File: config.mk
export PLATFORM = sky130hd
export DESIGN_NAME = data_mem_ctrl
export DESIGN_NICKNAME = d
export VERILOG_FILES = /design/src/rtl/scc_pkg.sv /design/src/rtl/wait_timer.sv /design/src/rtl/data_mem_ctrl.sv
export SDC_FILE = /design/constraint.sdc
export NUM_CORES = 1
export LEC_CHECK = 0
export CAP_MARGIN = 20
export CORE_MARGIN = 10
export CORE_UTILIZATION = 41
export CTS_CLUSTER_DIAMETER = 50
export DETAILED_ROUTE_END_ITERATION = 16
export GPL_TIMING_DRIVEN = 0
export MAX_ROUTING_LAYER = met4
export PLACE_DENSITY = 0.92
export SLEW_MARGIN = 5
export SYNTH_ARGS = -nofsm -noshare
export SYNTH_HDL_FRONTEND = slang
export SYNTH_SLANG_ARGS = --single-unit
File: constraint.sdc
create_clock -name clk -period 2.02 [get_ports clk]
set_clock_uncertainty 0.05 [all_clocks]
set_input_delay 0.202 -clock clk [delete_from_list [all_inputs] [get_ports clk]]
set_output_delay 0.202 -clock clk [all_outputs]
set_load 0.05 [all_outputs]
File: src/rtl/scc_pkg.sv
// Shared definitions for the data-memory controller: FSM states, the value
// returned to the core on a bus error, and the word-alignment helper.
package scc_pkg;

   typedef enum logic [1:0] {
      IDLE = 2'd0,
      REQ  = 2'd1,
      DONE = 2'd2
   } state_t;

   localparam logic [31:0] BUS_ERR_RDATA   = 32'h0000_0000;
   localparam logic [31:0] WORD_ALIGN_MASK = 32'h0000_0003;

   function automatic logic is_aligned(input logic [31:0] addr);
      return ((addr & WORD_ALIGN_MASK) == 32'h0000_0000);
   endfunction

endpackage

File: src/rtl/wait_timer.sv
// Saturating wait counter for the REQ state; expired is high once the count
// reaches TIMEOUT-1, and the counter holds there rather than wrapping.
module wait_timer #(
   parameter int TIMEOUT = 16
) (
   input  logic clk,
   input  logic reset,
   input  logic clear,
   input  logic en,
   output logic expired
);

   localparam int            CW   = $clog2(TIMEOUT);
   localparam logic [CW-1:0] LAST = CW'(TIMEOUT - 1);

   logic [CW-1:0] count_r;

   // count REQ cycles, saturating at the last value
   always_ff @(posedge clk) begin
      if (reset) begin
         count_r <= CW'(0);
      end else if (clear) begin
         count_r <= CW'(0);
      end else if (en && !expired) begin
         count_r <= count_r + CW'(1);
      end else begin
         count_r <= count_r;
      end
   end

   assign expired = (count_r == LAST);

endmodule

File: src/rtl/data_mem_ctrl.sv
// Core-to-memory data port controller: accepts one aligned read or write at a
// time, runs a level-request/ack memory handshake, and times out stalled accesses.
module data_mem_ctrl
   import scc_pkg::*;
#(
   parameter int TIMEOUT = 16
) (
   input  logic        clk,
   input  logic        reset,
   input  logic [31:0] data_addr,
   input  logic [31:0] data_out,
   input  logic        data_read,
   input  logic        data_write,
   output logic [31:0] data_in,
   output logic        stall,
   output logic [31:0] mem_addr,
   output logic [31:0] mem_wdata,
   output logic        mem_req,
   output logic        mem_we,
   input  logic [31:0] mem_rdata,
   input  logic        mem_ack,
   output logic        bus_err
);

   state_t      state_r;
   state_t      state_s;
   logic [31:0] addr_r;
   logic [31:0] wdata_r;
   logic        we_r;
   logic [31:0] rdata_r;
   logic        bus_err_r;
   logic        stall_s;
   logic        valid_req_s;
   logic        bad_req_s;
   logic        in_req_s;
   logic        expired_s;
   logic        timeout_s;

   assign valid_req_s = (data_read ^ data_write) && is_aligned(data_addr);
   assign bad_req_s   = (data_read && data_write) ||
                        ((data_read || data_write) && !is_aligned(data_addr));
   assign in_req_s    = (state_r == REQ);
   assign timeout_s   = in_req_s && !mem_ack && expired_s;

   // counter is held clear outside REQ, so it always starts from zero on entry
   wait_timer #(.TIMEOUT(TIMEOUT)) u_wait_timer (
      .clk     (clk),
      .reset   (reset),
      .clear   (!in_req_s),
      .en      (in_req_s && !mem_ack),
      .expired (expired_s)
   );

   // next-state and stall decode
   always_comb begin
      state_s = state_r;
      stall_s = 1'b0;
      case (state_r)
         IDLE: begin
            if (valid_req_s) begin
               stall_s = 1'b1;
               state_s = REQ;
            end else begin
               state_s = IDLE;
            end
         end
         REQ: begin
            stall_s = 1'b1;
            if (mem_ack || expired_s) begin
               state_s = DONE;
            end else begin
               state_s = REQ;
            end
         end
         DONE:    state_s = IDLE;
         default: state_s = IDLE;
      endcase
   end

   // state, request latches and error pulse
   always_ff @(posedge clk) begin
      if (reset) begin
         state_r   <= IDLE;
         addr_r    <= 32'h0000_0000;
         wdata_r   <= 32'h0000_0000;
         we_r      <= 1'b0;
         bus_err_r <= 1'b0;
      end else begin
         state_r   <= state_s;
         bus_err_r <= ((state_r == IDLE) && bad_req_s) || timeout_s;
         if ((state_r == IDLE) && valid_req_s) begin
            addr_r  <= data_addr;
            wdata_r <= data_out;
            we_r    <= data_write;
         end else begin
            addr_r  <= addr_r;
            wdata_r <= wdata_r;
            we_r    <= we_r;
         end
      end
   end

   // read register: updated only by a read ack or forced by a timeout
   always_ff @(posedge clk) begin
      if (reset) begin
         rdata_r <= 32'h0000_0000;
      end else if (in_req_s && mem_ack && !we_r) begin
         rdata_r <= mem_rdata;
      end else if (timeout_s) begin
         rdata_r <= BUS_ERR_RDATA;
      end else begin
         rdata_r <= rdata_r;
      end
   end

   assign stall     = stall_s;
   assign mem_req   = in_req_s;
   assign mem_we    = in_req_s && we_r;
   assign mem_addr  = addr_r;
   assign mem_wdata = wdata_r;
   assign data_in   = rdata_r;
   assign bus_err   = bus_err_r;

endmodule

# == Word level (Yosys, flattened, before mapping) ==
# Cells that the tools add are included.
# op_classes
add_sub_neg,1
n_eq_ne,2
n_mux,7
n_bitwise,2
n_reduce_logical,23
# op_table
operator,n
2-to-1 mux 32 bit,2
logical NOT 32 bit,1
logical AND 1 bit,11
adder 4 x 1 -> 4 bit (second input constant),1
== test 4 bit (second input constant),1
logical NOT 1 bit,4
logical OR 1 bit,4
one-hot mux 2 bit (2 select lines),1
== test 2 x 1 -> 1 bit (second input constant),1
logical NOT 2 bit,1
2-to-1 mux 1 bit,2
2-to-1 mux 2 bit,1
one-hot mux 1 bit (2 select lines),1
nonzero test 2 bit,1
OR reduction 2 bit,1
NOT 1 bit,1
bitwise XOR 1 bit,1
# word_totals
reg_bits,104
in_bits,101
out_inout_bits,100
wordCells,42

# == Logic depth before layout (Yosys ltp) ==
# depth
depth_word,6
depth_mapped,7
ltp_nobuf,5

# == Modules after synthesis ==
# A second synthesis with hierarchy kept.
# unflattened
hier_cells,425
area_unflattened_um2,4409.2
# by_module_without_submodules
mod,instances,cells_each,area_per_inst_um2,seq_area_each_um2
data_mem_ctrl,1,403,4197.8,2001.9
wait_timer,1,22,211.5,80.1

# == Worst setup path before layout ==
# Ideal clock, no wire load.
# synth_timing
path_kind,input to output
startpoint,input data_read
endpoint,output stall
arrival_ns,1.758
t_required_ns,1.768
slack_ns,0.010
path_stages,7
cell_sequence,inv_1 ha_1 nor3b_1 buf_2 buf_4 nor2_1 nor2_1
# synth_between
elab_chain_cells,4
# synth_lines
element,line,source
from (decl),data_mem_ctrl.sv:12,"input logic data_read,"
bitwise XOR 1 bit,data_mem_ctrl.sv:39,assign valid_req_s = (data_read ^ data_write) && is_aligned(data_addr);
logical AND 1 bit,data_mem_ctrl.sv:39,
2-to-1 mux 1 bit,data_mem_ctrl.sv:60,if (valid_req_s) begin
one-hot mux 1 bit (2 select lines),data_mem_ctrl.sv:58,case (state_r)
to (decl),data_mem_ctrl.sv:15,"output logic stall,"
# Every way passes these cells.

# == Worst setup path after layout ==
# Same ends and word-level chain as after synthesis.

==> results.py <==
metrics = {
    "final_layout": {
        "final_cell_mix": "clkdlybuf4s50_1 (195), dfxtp_1 (104), a21oi_1 (100)",
        "fill_cells": 816,
        "diodes": 0,
        "layout_commonest_cell": "clkdlybuf4s50_1",
        "register_area_sq_um": 2080,
        "syn2layout_area_growth_pct": 58.1,
        "final_cell_count_no_fill": 838,
        "utilization_pct": 66.7,
        "layout-drive-gt1-share_pct": 9.08,
        "final_nets": 804,
        "multi_input_area_sq_um": 1760,
    },
    "setup_path": {
        "arrival_ps": 1690,
        "crit_type": "input port to output port",
        "critPathCaptureType": "output port",
        "required_ps": 1770,
        "path_max_fanout": 3,
        "start_kind": "input port",
    },
    "floorplanning": {
        "die_h_um": 120,
        "core_area_sq_um": 9820,
        "die_x_um": 120,
        "start_util_pct": 42.2,
        "pin_count": 201,
        "dieArea_sq_um": 14500,
        "rows": 36,
    },
    "global_routing": {
        "antenna_found_initial": 0,
        "grt_start_max_net_pins": 16,
        "grt_pass1_wl_um": 23900,
        "grt_pass1_vias": 4601,
        "gr-total-overflow": 0,
        "track_usage_pct": 20.6,
    },
    "sta": {
        "fmax_mhz": 515,
        "slew_violations": 0,
        "hold_viol_final": 0,
        "setup_viol_count_final": 0,
        "post-route-min-period_ps": 1940,
        "tightest_slew_ps": 622,
        "period_share_pct": 96.2,
        "relSlewSlack_pct": 58.5,
    },
    "synth": {
        "ys_ff_latch": 104,
        "synth_top_area_cell": "dfxtp_1",
        "synth_area_per_cell_sq_um": 8.48,
        "synth_edf_count": 0,
        "dominantRegCellSynth": "dfxtp_1",
        "synth_warnings": 0,
        "netlist_top_cells_area": "dfxtp_1 (50%), a21oi_1 (12%), nand3_1 (7.9%)",
        "synth_top_area_share_pct": 50.3,
        "synth-seq-area-share_pct": 50.3,
        "synthArstFlopShare_pct": 0,
        "synth_area_sq_um": 4140,
        "syn-num-nets": 592,
        "synth.distinct_cells": 31,
        "synthCells": 488,
    },
    "power_and_ir_drop": {
        "power.density_nw_per_um2": 656,
        "power_uw": 4290,
        "ir_drop_mv": 0.347,
        "power_leakage_uw": 0.00224,
    },
    "clocking": {
        "clkSlewWorstSetupHoldPaths_ps": 90,
        "clockBufferDepth": 2,
        "cts_tree": "done",
        "cts_made_buffers": 9,
        "cts_sinks": 104,
        "root_buffer": "clkbuf_8",
        "clkLatencyLatePin_ps": 350,
        "htree_levels": 3,
    },
    "detailed_routing": {
        "post_drt_via_cell_ratio": 5.45,
        "dr.pass1.iters": 5,
        "vias": 4564,
        "wl_per_cell_um": 18.4,
        "antenna_left": 0,
        "drc_errors": 0,
        "wl_um": 15400,
        "drt_iter0_markers": 368,
    },
    "placed_design": {
        "dp.cells": 820,
        "dpl.hpwl_um": 12000,
        "io_buffers": 199,
        "place_congestion": 0.826,
    },
    "status": {
        "status": "finished clean",
    },
    "run": {
        "drv_cap": 0,
    },
    "min_path": {
        "hp-class": "input port to flip-flop",
    },
}
per-stage QoR:
stage               setup TNS, ps  setup WS, ps  hold WS, ps  area (sq um)
finish                          0          76.5          241          6550
CTS                         -69.5         -69.5          235          6520
global placement            -6670         -1010          411          6300
global route                -25.0         -16.8          245          6550
floorplan                       0          10.2          291          4140
detailed placement          -9930         -1040          417          6300
sequential cells by signal (all words and copies together) (netlist names):
register	count
state_r	2
bus_err	1
we_r	1
data_in	32
u_wait_timer.count_r	4
mem_addr	32
mem_wdata	32
metal layers:
| layer | global-route usage [%] | part of all wire [%] | up-vias |
|---|---|---|---|
| met3 | 4.93 | 6.8 | 22 |
| met2 | 34.8 | 50 | 192 |
| met1 | 23.3 | 41 | 2175 |
| met4 | 7.77 | 2.3 | 0 |
| met5 | - | 0 | - |
| li1 | - | - | 2175 |
Yosys cell counts (all sizes together), types with 2 or more instances:
library cell    n
a21oi         100
and3            2
buf            38
clkbuf         15
dfxtp         104
ha              3
inv             5
nand2          35
nand3          65
nand3b          2
nor2            5
o211ai         32
o21ai          66
or2             2
or3             2
logic make-up after synthesis:
| kind of cell | synth area share (%) |
|---|---|
| and+or+nand+nor | 14.1 |
| AOI/OAI and AO/OA | 26.9 |
| DFF | 50.3 |
| adders and majority gates | 0.907 |
| buffers and inverters | 7.77 |
what timing repair did:
item / CTS / global route
buffers inserted: 1 / 2
pin swaps: 0 / 1
hold buffers: 0 / 0
gates resized for setup: 15 / 4
setup endpoints to repair: 3 / 1
worst max-delay path, stage by stage:
cell             delay (ps)
clkdlybuf4s50_1         500
inv_2                    60
ha_4                    250
nor3b_4                 190
buf_6                   130
nor2_1                   40
nor2_1                  140
buf_6                   180
final timing paths:
path	from	end	slack, ps	cells past startpoint
worst max-delay path	data_read	stall	80	8
worst max register to register	u_wait_timer.count_r[0]$_SDFFE_PP0P_	data_in[2]$_SDFFE_PP0P_	380	5
worst min register to register	mem_wdata[26]$_SDFFE_PP0P_	mem_wdata[26]$_SDFFE_PP0P_	430	2
worst min-delay path	data_write	we_r$_SDFFE_PP0P_	240	3
layout make-up:
class / count / share of cell area (%)
Buffer: 52 / 4.61
Clock buffer: 14 / 2.94
Clock inverter: 2 / 0.153
Inverter: 5 / 0.287
Multi-Input combinational cell: 326 / 26.9
Sequential cell: 104 / 31.8
Tap cell: 133 / 2.54
Timing Repair Buffer: 202 / 30.8
power by group:
group	switching (uW)	internal [uW]	total (uW)
logic	491	374	865
registers	34.2	2110	2150
clock network	667	614	1280
total	1190	3100	4290
Power figures use the tool's default switching activity.
